===== src/rtl/control_pkg.sv =====
// Shared definitions for the ID-stage control decoder: opcodes, ALU op codes
// and the packed control word that crosses the ID/EX boundary.
package control_pkg;

    localparam int OPCODE_W = 6;
    localparam int ALU_OP_W = 2;

    localparam logic [OPCODE_W-1:0] OP_RTYPE = 6'b000000;
    localparam logic [OPCODE_W-1:0] OP_LW    = 6'b100011;
    localparam logic [OPCODE_W-1:0] OP_SW    = 6'b101011;
    localparam logic [OPCODE_W-1:0] OP_BEQ   = 6'b000100;
    localparam logic [OPCODE_W-1:0] OP_ADDI  = 6'b001000;
    localparam logic [OPCODE_W-1:0] OP_J     = 6'b000010;

    localparam logic [ALU_OP_W-1:0] ALUOP_ADD   = 2'b00;
    localparam logic [ALU_OP_W-1:0] ALUOP_SUB   = 2'b01;
    localparam logic [ALU_OP_W-1:0] ALUOP_FUNCT = 2'b10;

    typedef struct packed {
        logic                reg_dst;
        logic                alu_src;
        logic                mem_to_reg;
        logic                reg_write;
        logic                mem_read;
        logic                mem_write;
        logic                branch;
        logic                jump;
        logic [ALU_OP_W-1:0] alu_op;
    } ctrl_word_t;

    localparam ctrl_word_t CTRL_NOP = '0;

endpackage


===== src/rtl/control_decode.sv =====
// Purely combinational opcode decoder: maps the instruction opcode to a
// control word and flags opcodes the pipeline does not implement.
module control_decode
    import control_pkg::*;
(
    input  logic [OPCODE_W-1:0] opcode,
    output ctrl_word_t          ctrl,
    output logic                illegal
);

    always_comb begin
        // NOTE: every output gets a default before the case so no path leaves
        // a signal unassigned, which would otherwise infer a latch.
        ctrl    = CTRL_NOP;
        illegal = 1'b0;
        case (opcode)
            OP_RTYPE: begin
                ctrl.reg_dst   = 1'b1;
                ctrl.reg_write = 1'b1;
                ctrl.alu_op    = ALUOP_FUNCT;
            end
            OP_LW: begin
                ctrl.alu_src    = 1'b1;
                ctrl.mem_to_reg = 1'b1;
                ctrl.reg_write  = 1'b1;
                ctrl.mem_read   = 1'b1;
                ctrl.alu_op     = ALUOP_ADD;
            end
            OP_SW: begin
                ctrl.alu_src   = 1'b1;
                ctrl.mem_write = 1'b1;
                ctrl.alu_op    = ALUOP_ADD;
            end
            OP_BEQ: begin
                ctrl.branch = 1'b1;
                ctrl.alu_op = ALUOP_SUB;
            end
            OP_ADDI: begin
                ctrl.alu_src   = 1'b1;
                ctrl.reg_write = 1'b1;
                ctrl.alu_op    = ALUOP_ADD;
            end
            OP_J: begin
                ctrl.jump = 1'b1;
            end
            default: begin
                illegal = 1'b1;
            end
        endcase
    end

endmodule


===== src/rtl/control_unit.sv =====
// ID-stage main control: decodes the opcode and registers the control word
// into the ID/EX boundary with stall (hold) and flush (bubble) support.
module control_unit
    import control_pkg::*;
(
    input  logic                clk,
    input  logic                rst_n,
    input  logic [OPCODE_W-1:0] opcode,
    input  logic                stall,
    input  logic                flush,
    output logic                reg_dst,
    output logic                jump,
    output logic                branch,
    output logic                mem_read,
    output logic                mem_to_reg,
    output logic [ALU_OP_W-1:0] alu_op,
    output logic                mem_write,
    output logic                alu_src,
    output logic                reg_write,
    output logic                illegal
);

    ctrl_word_t dec_ctrl;
    logic       dec_illegal;
    ctrl_word_t ctrl_q;
    logic       illegal_q;

    control_decode u_decode (
        .opcode  (opcode),
        .ctrl    (dec_ctrl),
        .illegal (dec_illegal)
    );

    // Flush wins over stall so a bubble can be injected into a held stage.
    always_ff @(posedge clk or negedge rst_n) begin
        if (!rst_n) begin
            // NOTE: non-blocking assignments for all state so every register
            // samples pre-edge values regardless of statement order.
            ctrl_q    <= CTRL_NOP;
            illegal_q <= 1'b0;
        end else if (flush) begin
            ctrl_q    <= CTRL_NOP;
            illegal_q <= 1'b0;
        end else if (!stall) begin
            ctrl_q    <= dec_ctrl;
            illegal_q <= dec_illegal;
        end
    end

    assign reg_dst    = ctrl_q.reg_dst;
    assign alu_src    = ctrl_q.alu_src;
    assign mem_to_reg = ctrl_q.mem_to_reg;
    assign reg_write  = ctrl_q.reg_write;
    assign mem_read   = ctrl_q.mem_read;
    assign mem_write  = ctrl_q.mem_write;
    assign branch     = ctrl_q.branch;
    assign jump       = ctrl_q.jump;
    assign alu_op     = ctrl_q.alu_op;
    assign illegal    = illegal_q;

endmodule


===== config.mk =====
export PLATFORM = sky130hd
export DESIGN_NAME = control_unit
export DESIGN_NICKNAME = d
export VERILOG_FILES = /design/src/rtl/control_pkg.sv /design/src/rtl/control_decode.sv /design/src/rtl/control_unit.sv
export SDC_FILE = /design/constraint.sdc
export NUM_CORES = 1
export LEC_CHECK = 0
export BUFFER_PORTS_ARGS = -buffer_cell sky130_fd_sc_hd__buf_2
export CAP_MARGIN = 40
export CORE_AREA = 2 2 39 41
export CTS_BUF_LIST = sky130_fd_sc_hd__clkbuf_8
export DETAILED_ROUTE_END_ITERATION = 10
export DIE_AREA = 0 0 41 43
export GPL_TIMING_DRIVEN = 0
export PLACE_DENSITY = 0.72
export SKIP_LAST_GASP = 1
export SLEW_MARGIN = 20
export SYNTH_ARGS = -nofsm -noshare
export SYNTH_HDL_FRONTEND = slang
export SYNTH_SLANG_ARGS = --single-unit

===== constraint.sdc =====
create_clock -name clk -period 0.9 [get_ports clk]
set_clock_uncertainty 0.05 [all_clocks]
set_input_delay 0.18 -clock clk [delete_from_list [all_inputs] [get_ports clk]]
set_output_delay 0.18 -clock clk [all_outputs]
set_load 0.01 [all_outputs]

==> metrics.md <==
| Metric | Value |
|---|---|
| Largest net degree at the start of global routing | 11 |
| Vias in the first global route | 481 |
| Clk Latency, worst-skew pair | 0.22 ns |
| Setup TNS Final | -1.18 ns |
| CTS root buffer | clkbuf_8 |
| Crit path buf inv count | 2 |
| Post-Synthesis Cells | 49 |
| Critical Path AT | 0.86 ns |
| CP top delay family | flip-flops |
| Overall power | 1.03 mW |
| GRT Residual Overflow | 0 |
| FP Rows | 14 |
| Slew @ Worst Pin | 0.279 ns |
| Maximum vdd ir drop | 1.34 mV |
| Layout fillers | 112 |
| Clock power share | 0.430 |
| Cells after DPL | 84 |
| Setup crit end kind | output pin |
| Num ports | 21 |
| Failing checks | setup timing |
| Syn nets | 59 |
| Post-synthesis instance area | 478 µm² |
| Layout cell share with drive strength beyond 1 | 0.563 |
| Fin. Hold Viols | 0 |
| Hold Path Class | in2reg |
| DR WL/cell | 14.2 µm |
| Total track usage | 0.168 |
| Cell mode on critical path | buf_6 |
| Num Clock Sinks | 9 |
| Min Tclk post-route | 1.09 ns |
| Sequential share of power | 0.407 |
| P&R area growth vs syn | 70.9% |
| Yosys top cell by area | dfrtp_1 |
| DRC viols | 0 |
| Drt first-iter violations | 12 |
| Slowest library cell on the worst path | dfrtp_1 |
| Max-slew headroom | 0.812 |
| Crit Path Max Fanout | 3 |
| Sw Share | 0.236 |
| Yosys top cell area share | 0.471 |
| Fin nets | 91 |
| Synth warn | 0 |
| Int Pwr | 786 µW |
| Leakage | 0.379 nW |
| DIE WIDTH | 41 µm |
| Non-filler cells, final | 96 |
| #FFs+latches synth | 9 |
| Vias | 510 |
| Die area | 1760 µm² |
| Largest cells by area after synthesis | dfrtp_1 47%, nand2_1 7.1%, a21oi_1 6.3% |
| RSZ-0062 raised after global routing | true |
| Total CTS buffers | 3 |
| Status | finished, violations left |
| Detailed Routing Iterations Pass 1 | 4 |
| PD cells | 1260 nW/µm² |
| Final antenna-violating net count | 0 |
| Final WL | 1.37 mm |
| Sequential area share after synthesis | 0.471 |
| Worst-path clk slew | 0.04 ns |
| Comb pwr share | 0.163 |
| ANT cells | 0 |
| Startpoint Class | register |
| Switching pwr | 243 µW |
| Crit path cell chain | buf_6, buf_6 |
| Min setup slack post-route | -0.187 ns |
| Finish-stage setup viols | 13 |
| CTS max path bufs | 2 |
| CTS tree | done |
| Kind of critical path | reg2out |
| Max incr delay on CP | 0.40 ns |
| Vias per inst | 5.31 |
| Pre-CTS setup slack | -0.284 ns |
| Syn avg cell area | 9.75 µm² |
| CP required | 0.67 ns |
| Period utilization | 1.21 |
| Initial core utilization | 0.345 |
| Max Cap Viol | 0 |
| First-pass GRT wire length | 2.05 mm |
| Gpl congestion | 0.772 |
| Max Slew Vio Count | 0 |
| Initial antenna violation count | 0 |
| Total core area | 1380 µm² |
| Hold Slack | 0.235 ns |
| DIE HEIGHT | 43 µm |
| Max Freq | 0.920 GHz |
| Dpl hpwl | 881 µm |
| Synth cell types | 23 |
| H-tree depth | 1 |
| Buffers on Ports | 19 |
==> per-layer routing <==
layer | GRT usage | routed length [µm] | up-vias
li1 | - | - | 236
met1 | 0.191 | 495 | 246
met2 | 0.281 | 772 | 26
met3 | 0.0681 | 85 | 2
met4 | 0.0333 | 13 | 0
met5 | 0 | 0 | -
==> power by group through the flow <==
| stage | registers, mW | logic [mW] | clock network, mW |
|---|---|---|---|
| after global routing | 0.419 | 0.180 | 0.478 |
| after global placement | 0.423 | 0.111 | 0 |
| after floorplan | 0.427 | 0.0484 | 0 |
| final | 0.418 | 0.168 | 0.443 |
| after CTS | 0.418 | 0.140 | 0.453 |
| after detailed placement | 0.424 | 0.115 | 0 |
==> worst reg2reg max path, delay by kind of cell (launching register included) <==
kind,cells,cell delay (ns)
AO/OA/AOI/OAI,1,0.16
buffers and inverters,2,0.25
flip-flops,1,0.40
AND/OR/NAND/NOR,1,0.07
==> worst paths after layout <==
path / startpoint / endpoint / slack, ns / cells past startpoint
min in group asynchronous: rst_n / reg_write$_DFFE_PN0P_ / 0.29 / 2
max in group asynchronous: rst_n / illegal$_DFFE_PN0P_ / 0.33 / 2
hold reg to reg: branch$_DFFE_PN0P_ / branch$_DFFE_PN0P_ / 0.49 / 2
hold / removal: flush / jump$_DFFE_PN0P_ / 0.23 / 2
setup / recovery: reg_dst$_DFFE_PN0P_ / alu_op[1] / -0.19 / 2
setup reg to reg: reg_dst$_DFFE_PN0P_ / reg_dst$_DFFE_PN0P_ / -0.15 / 4
==> cell usage after synthesis, drive strengths merged <==
cell	number
dfrtp	9
nand2	9
a21oi	6
nor2	4
buf	3
nor3	2
a211oi	1
a221oi	1
a22o	1
a32oi	1
and3	1
clkbuf	1
inv	1
nand3	1
nand3b	1
nand4b	1
nor2b	1
nor3b	1
nor4	1
nor4b	1
o21ai	1
o31ai	1
==> metrics by stage <==
step,instance area [µm²],util
6_report,817,0.590
5_1_grt,817,0.590
4_1_cts,734,0.531
3_5_place_dp,593,0.429
3_3_place_gp,593,0.429
2_1_floorplan,478,-
==> sequential cells by signal (all words and copies together), names as in the netlist <==
signal,count
mem_read,1
reg_dst,1
mem_write,1
reg_write,1
illegal,1
branch,1
alu_op,1
jump,1
alu_src,1
==> logic make-up (layout without fill, tap and decap cells) <==
logic type	after synthesis	count (layout)	synth area share
AOI/OAI and AO/OA	12	12	0.173
DFF	9	9	0.471
and+or+nand+nor	23	23	0.296
buffers and inverters	5	36	0.0602
==> cell type report <==
| class | instances | area, µm² | area share |
|---|---|---|---|
| timing repair buffer | 27 | 215 | 0.263 |
| clock inverter | 1 | 3.75 | 0.00459 |
| clock buffer | 3 | 41.3 | 0.0505 |
| inverter | 1 | 3.75 | 0.00459 |
| buffer | 4 | 32.5 | 0.0398 |
| sequential | 9 | 225 | 0.276 |
| multi-input combinational | 35 | 275 | 0.337 |
| tap | 16 | 20.0 | 0.0245 |
==> timing repair <==
action	CTS	global route
buffers inserted	6	1
hold endpoints to repair	9	0
setup endpoints to repair	12	16
hold buffers	1	0
pin swaps	3	9
resized for setup	10	15
==> cells in the final DEF, fill, tap and decap left out, types with 2 or more instances in the layout <==
cell,instances
buf_2,12
nand2_1,9
dfrtp_1,9
buf_6,8
buf_4,7
a21oi_1,5
nor2_1,3
clkbuf_8,3
nor3_2,2
inv_1,2
buf_8,2
Power figures use the tool's default switching activity.
